--- src/rtl/ddr2_rd_fifo_ctrl.sv ---
// Pointer, occupancy and credit controller for the 16-entry distributed-RAM
// read-data FIFO in the DDR2 read path. Data itself lives in the RAM array;
// this block only steers addresses/enables and guarantees that every granted
// read burst has room reserved before the command issues.
module ddr2_rd_fifo_ctrl #(
    parameter int unsigned BURST_WORDS  = 2,
    parameter int unsigned AFULL_THRESH = 12
) (
    input  logic       clk0,
    input  logic       rst0,
    input  logic       cmd_req,
    output logic       cmd_gnt,
    input  logic       wr_en,
    output logic       ram_we,
    output logic [3:0] ram_wa,
    output logic [3:0] ram_ra,
    input  logic       rd_en,
    output logic       rd_valid,
    output logic [4:0] count,
    output logic [4:0] reserved,
    output logic       full,
    output logic       afull,
    output logic       overflow,
    output logic       underflow,
    input  logic       clr_err
);

    localparam logic [5:0] BURST_W6 = 6'(BURST_WORDS);
    localparam logic [5:0] DEPTH_W6 = 6'd16;
    localparam logic [4:0] AFULL_W5 = 5'(AFULL_THRESH);

    logic [3:0] wr_ptr_q, wr_ptr_d;
    logic [3:0] rd_ptr_q, rd_ptr_d;
    logic [4:0] count_q, count_d;
    logic [4:0] pending_q, pending_d;
    logic       overflow_q, overflow_d;
    logic       underflow_q, underflow_d;

    logic [5:0] reserved_sum;
    logic [5:0] pending_sum;
    logic       empty;
    logic       is_full;
    logic       wr_acc;
    logic       rd_acc;
    logic       gnt;

    // Combinational credit, handshake and status outputs.
    always_comb begin
        reserved_sum = {1'b0, count_q} + {1'b0, pending_q};
        empty        = (count_q == '0);
        is_full      = (count_q == 5'd16);
        gnt          = cmd_req & ~rst0 & ((reserved_sum + BURST_W6) <= DEPTH_W6);
        wr_acc       = wr_en & ~is_full & ~rst0;
        rd_acc       = rd_en & ~empty & ~rst0;

        cmd_gnt   = gnt;
        ram_we    = wr_acc;
        ram_wa    = wr_ptr_q;
        ram_ra    = rd_ptr_q;
        rd_valid  = ~empty & ~rst0;
        count     = count_q;
        reserved  = reserved_sum[4:0];
        full      = is_full;
        afull     = (count_q >= AFULL_W5);
        overflow  = overflow_q;
        underflow = underflow_q;
    end

    // Next-state: pointers, occupancy, outstanding credit and sticky errors.
    always_comb begin
        wr_ptr_d    = wr_ptr_q;
        rd_ptr_d    = rd_ptr_q;
        count_d     = count_q;
        pending_d   = pending_q;
        overflow_d  = overflow_q;
        underflow_d = underflow_q;
        pending_sum = {1'b0, pending_q};

        if (wr_acc) begin
            wr_ptr_d = wr_ptr_q + 4'd1;
        end
        if (rd_acc) begin
            rd_ptr_d = rd_ptr_q + 4'd1;
        end

        case ({wr_acc, rd_acc})
            2'b10:   count_d = count_q + 5'd1;
            2'b01:   count_d = count_q - 5'd1;
            default: count_d = count_q;
        endcase

        // Grant credit is added before the write consumes one, so a grant and
        // a write in the same cycle net to BURST_WORDS-1 even from zero.
        if (gnt) begin
            pending_sum = pending_sum + BURST_W6;
        end
        if (wr_acc && (pending_sum != '0)) begin
            pending_sum = pending_sum - 6'd1;
        end
        pending_d = pending_sum[4:0];

        // A set event in the same cycle as clr_err wins.
        overflow_d  = (overflow_q & ~clr_err) | (wr_en & ((pending_q == '0) | is_full));
        underflow_d = (underflow_q & ~clr_err) | (rd_en & empty);
    end

    // State registers with synchronous reset.
    always_ff @(posedge clk0) begin
        if (rst0) begin
            wr_ptr_q    <= '0;
            rd_ptr_q    <= '0;
            count_q     <= '0;
            pending_q   <= '0;
            overflow_q  <= 1'b0;
            underflow_q <= 1'b0;
        end else begin
            wr_ptr_q    <= wr_ptr_d;
            rd_ptr_q    <= rd_ptr_d;
            count_q     <= count_d;
            pending_q   <= pending_d;
            overflow_q  <= overflow_d;
            underflow_q <= underflow_d;
        end
    end

endmodule

--- config.mk ---
export PLATFORM = sky130hd
export DESIGN_NAME = ddr2_rd_fifo_ctrl
export DESIGN_NICKNAME = d
export VERILOG_FILES = /design/src/rtl/ddr2_rd_fifo_ctrl.sv
export SDC_FILE = /design/constraint.sdc
export NUM_CORES = 1
export LEC_CHECK = 0
export BUFFER_PORTS_ARGS = -buffer_cell sky130_fd_sc_hd__buf_2
export CAP_MARGIN = 20
export CORE_UTILIZATION = 50
export CTS_CLUSTER_DIAMETER = 120
export CTS_CLUSTER_SIZE = 20
export DETAILED_ROUTE_END_ITERATION = 8
export PLACE_DENSITY = 0.74
export SYNTH_ARGS = -nofsm -noshare
export SYNTH_HDL_FRONTEND = slang
export SYNTH_SLANG_ARGS = --single-unit
--- constraint.sdc ---
create_clock -name clk0 -period 4.6 [get_ports clk0]
set_input_delay 0.92 -clock clk0 [delete_from_list [all_inputs] [get_ports clk0]]
set_output_delay 0.92 -clock clk0 [all_outputs]
set_load 0.02 [all_outputs]
Word-level counts from Yosys, hierarchy flattened
Cells that the tools add are included.
Widths: inputs -> output; s select.
- equal/unequal tests: 3
- reductions and logical operators: 5
- magnitude comparators: 2
- add/sub/neg operators: 8
- multiplexer cells: 3
- bitwise gates (word level): 18
- operator list (cell ; count):
    $and 1x1->1 ; 11
    $logic_not 5->1 ; 2
    $pmux 5 s2 ; 1
    $sub 5x1->5 const B ; 2
    $add 4x1->4 const B ; 2
    $add 5x2->6 const B ; 1
    $add 5x5->6 ; 1
    $add 6x2->6 const B ; 1
    $le 6x5->1 const B ; 1
    $mux 6 ; 1
    $reduce_bool 6->1 ; 1
    $add 5x1->5 const B ; 1
    $eq 5x5->1 const B ; 1
    $ge 5x4->1 const B ; 1
    $mux 5 ; 1
    $not 1->1 ; 4
    $or 1x1->1 ; 3
    $eq 2x1->1 const B ; 1
    $eq 2x2->1 const B ; 1
    $reduce_bool 2->1 ; 1
    $logic_and 1x1->1 ; 1
- register bits: 20
- word-level logic and storage cells: 45
- output and inout port bits: 25

Longest topological paths before layout
- word-level depth: 8
- gate-level depth with buffers: 14

Worst setup path before layout
No wires, ideal clock.
- path kind: register to register
- start: register count_q[0], in the netlist count[0]
- end: register pending_q[4]
- path slack: 824 ps
- library setup time: 71 ps
- data arrival time: 3705 ps
- cell stages (with the launch flop): 14
- path buffers: 0
- period minus slack after synthesis: 3776 ps
- path through: dfxtp_1 -> ha_1 -> fa_1 -> xor2_2 -> ha_1 -> nor3b_1 -> nand2_1 -> a311o_1 -> a31oi_4 -> nand2_2 -> inv_2 -> mux2_4 -> or4_1 -> a21oi_1
- word-level cells in the longest chain between the ends: 8
- elaborated cells between the ends (all ways): 13
- those cells by class: 3 x add/sub; 1 x order compare; 1 x eq/ne; 2 x mux; 4 x bitwise; 2 x reduce/logical
- RTL lines (what ; line ; text):
    start: declaration ; 34 ; logic [4:0] count_q, count_d;
    start signal: assignment ; 119 ; count_q <= count_d;
    $add 5x5->6 (*) ; 49 ; reserved_sum = {1'b0, count_q} + {1'b0, pending_q};
    via reserved[2] ; 20 ; output logic [4:0] reserved,
    $add 6x2->6 (*) ; 52 ; gnt = cmd_req & ~rst0 & ((reserved_sum + BURST_W6) <= DEPTH_W6);
    $le 6x5->1 (*) ; 52 ;
    $and 1x1->1 (*) ; 52 ;
    via cmd_gnt ; 12 ; output logic cmd_gnt,
    $mux 6 (*) ; 94 ; if (gnt) begin
    parallel branches: the longest is 2 deep, another holds $sub 5x1->5 ; -- ;
    $mux 5 (*) ; 97 ; if (wr_acc && (pending_sum != '0)) begin
    end signal: assignment ; 120 ; pending_q <= pending_d;
    end: declaration ; 35 ; logic [4:0] pending_q, pending_d;
Mark *: on every way through the listed nets, which the timed path passes.
A chain may end at the register's enable or synchronous reset.

Worst setup path after layout
- start: register count_q[0], in the netlist count[0]
- end: output cmd_gnt
- word-level cells in the longest chain between the ends: 4
- RTL lines (what ; line):
    $add 5x5->6 ; 49
    $add 6x2->6 ; 52
    $le 6x5->1 ; 52
    $and 1x1->1 ; 52
    end: declaration ; 12
No other way between the ends.

==> impl_metrics.env <==
export IMPL_ir_drop_mv=0.1905
export IMPL_final_common_cell="buf_2"
export IMPL_dp_hpwl_um=2696
export IMPL_syn_cell_area_um2=1540
export IMPL_tightest_slew_ps=421.5
export IMPL_vias_per_cell=5.788
export IMPL_globalRouteTotalUtil_pct=21.73
export IMPL_drive_gt1_share_pct=26.19
export IMPL_syn_num_nets=201
export IMPL_drc=0
export IMPL_wire_per_inst_um=13.82
export IMPL_io_buffers=30
export IMPL_crit_type="register to output pin"
export IMPL_leakage_nw=0.8223
export IMPL_post_cts_buffers=0
export IMPL_area_delta_synth_final_pct=13.65
export IMPL_finish_utilization_pct=61.88
export IMPL_critical_path_max_fanout=8
export IMPL_final_cell_area_um2=1750
export IMPL_synth_seq_cells=20
export IMPL_clkTransAtPathRegs_ps=110
export IMPL_grt_first_pass_wirelength_um=5699
export IMPL_synth_cell_type_count=54
export IMPL_cp_start_kind="register"
export IMPL_die_h_um=57.50
export IMPL_grt_max_degree=25
export IMPL_async_flop_share_pct=0
export IMPL_hold_viol=0
export IMPL_cts_sinks=20
export IMPL_maxSlewHeadroom_pct=71.75
export IMPL_wl_um=3331
export IMPL_initial_utilization_pct=54.44
export IMPL_setup_slack_ps=390.3
export IMPL_slew_viol_final=0
export IMPL_antenna_found_initial=0
export IMPL_mostFrequentLayoutCells="buf_2, nor2_1, dfxtp_1"
export IMPL_nFillCells=268
export IMPL_worstSetupEndpointType="output pin"
export IMPL_drv_cap=0
export IMPL_ys_seq_area_share_pct=26.00
export IMPL_post_cts_resized=0
export IMPL_cts_buffers=3
export IMPL_cts_max_level=1
export IMPL_dr_pass1_iters=4
export IMPL_die_area_um2=3306
export IMPL_max_freq_mhz=237.5
export IMPL_status="finished, final reports clean"
export IMPL_layout_min_cycle_time_ps=4210
export IMPL_dp_slack_ps=752.7
export IMPL_cts_buffer_depth=2
export IMPL_rows=19
export IMPL_grt_pass1_vias=1293
export IMPL_fin_crit_sh_pct=91.52
export IMPL_dpl_instance_area_um2=1714
export IMPL_gp_congestion=0.8421
export IMPL_ctsHoldBuffers=0
export IMPL_synth_edf_count=0
export IMPL_n_antenna_cell=0
export IMPL_avgSynthCellArea_um2=8.557
export IMPL_cp_required_ps=3680
export IMPL_hold_ws_ps=496.1
export IMPL_worst_hold_path_type="register to register"
export IMPL_cts_root_buffer="clkbuf_4"
export IMPL_die_w_um=57.50
export IMPL_clock_latency_ps=300
export IMPL_tns_ps=0
export IMPL_grt_setup_unrepaired="false"
export IMPL_design_portCount=31
export IMPL_postRouteAntennaNets=0
export IMPL_setup_viol=0
export IMPL_syn_inst=180
export IMPL_fp_coreArea_um2=2829
export IMPL_yosysWarnings=0
export IMPL_grt_overflow=0
export IMPL_drtIter0Drc=36
export IMPL_finalNetCount=232
export IMPL_synth_flop_cell="dfxtp_1"
export IMPL_fin_skew_ps=3.511
export IMPL_worstPathArrival_ps=3290
export IMPL_via_count=1395
export IMPL_powerDensity_nw_per_um2=294.7
export IMPL_cts_tree="yes"
critical path, cell delays in order, from the launching register on:
cell and delay [ps]:
dfxtp_1 380, ha_1 280, fa_1 450, xor2_2 200
ha_1 320, nor3b_1 340, nand2_1 100, a311o_1 320
a31oi_4 270, nand2_2 100, inv_2 80, buf_2 150
per-stage QoR:
stage	total power [W]	instances
after CTS	0.0005182	241
final	0.0005158	241
after global routing	0.0005511	241
after global placement	0.0004077	237
after floorplan	0.0003630	180
after detailed placement	0.0004174	237
flip-flops by register name, summed over array words and instances, names as in the netlist:
name,flops
count,5
ram_ra,4
overflow,1
underflow,1
ram_wa,4
pending_q,5
layer usage:
layer / up-vias / routed length (um) / GRT usage [%]
li1: 707 / - / -
met1: 658 / 1469 / 26.52
met2: 30 / 1750 / 40.20
met3: 0 / 111 / 3.628
met4: 0 / 0 / 3.833
met5: - / 0 / 0
final timing paths:
check                         start                      end  slack, ps  depth (start not counted)
max           count[0]$_SDFFE_PP0P_                  cmd_gnt        390                         11
min          ram_wa[1]$_SDFFE_PP0P_   ram_wa[1]$_SDFFE_PP0P_        500                          2
max reg2reg   count[0]$_SDFFE_PP0P_  pending_q[4]$_SDFF_PP0_        810                         13
min reg2reg  ram_wa[1]$_SDFFE_PP0P_   ram_wa[1]$_SDFFE_PP0P_        500                          2
cell type report:
class | instances | area [um^2] | share of cell area, %
Clock buffer | 4 | 36.28 | 2.073
Inverter | 10 | 37.54 | 2.144
Multi-Input combinational cell | 146 | 1087 | 62.12
Tap cell | 31 | 38.79 | 2.216
Sequential cell | 20 | 400.4 | 22.87
Timing Repair Buffer | 30 | 150.1 | 8.578
synth_stat cells (2+ instances only):
master / n / share of area, %
xnor2_1: 5 / 2.8
nor3_1: 2 / 0.65
nor2_1: 22 / 5.4
and2_1: 2 / 0.81
nand3_1: 6 / 1.9
nor2b_1: 4 / 1.6
inv_1: 9 / 2.2
a21oi_1: 16 / 5.2
nor3_2: 2 / 1.3
o211ai_1: 2 / 0.97
nand2_1: 10 / 2.4
ha_1: 13 / 11
xor2_1: 7 / 4.0
or2_2: 2 / 0.81
a31oi_1: 2 / 0.81
fa_1: 2 / 2.6
clkbuf_1: 4 / 0.97
nor3b_1: 2 / 0.97
or3_1: 2 / 0.81
o21bai_1: 2 / 0.97
xor2_2: 2 / 2.1
dfxtp_1: 20 / 26
nand4_1: 3 / 1.2
a21o_1: 4 / 1.9
o21ai_0: 6 / 1.9
report_power, final:
group	internal, W	leakage, nW	total [W]	switching, W
Sequential	0.000188	0.163	0.000210	0.0000217
Combinational	0.0000794	0.638	0.000204	0.000125
Clock	0.0000482	0.0210	0.000101	0.0000532
Total	0.000316	0.822	0.000516	0.000200
kinds of logic (layout without fill, tap and decap cells):
| group | count (synthesis) | after routing | share of synthesized area (%) |
|---|---|---|---|
| multiplexers | 1 | 1 | 0.9745 |
| buffers and inverters | 14 | 44 | 3.411 |
| AND/OR/NAND/NOR | 69 | 69 | 24.70 |
| flip-flops | 20 | 20 | 25.99 |
| adder cells (fa/ha/maj) | 15 | 15 | 13.16 |
| AO/OA/AOI/OAI | 47 | 47 | 22.83 |
| XOR/XNOR | 14 | 14 | 8.936 |
(Power assumes the default switching activity.)
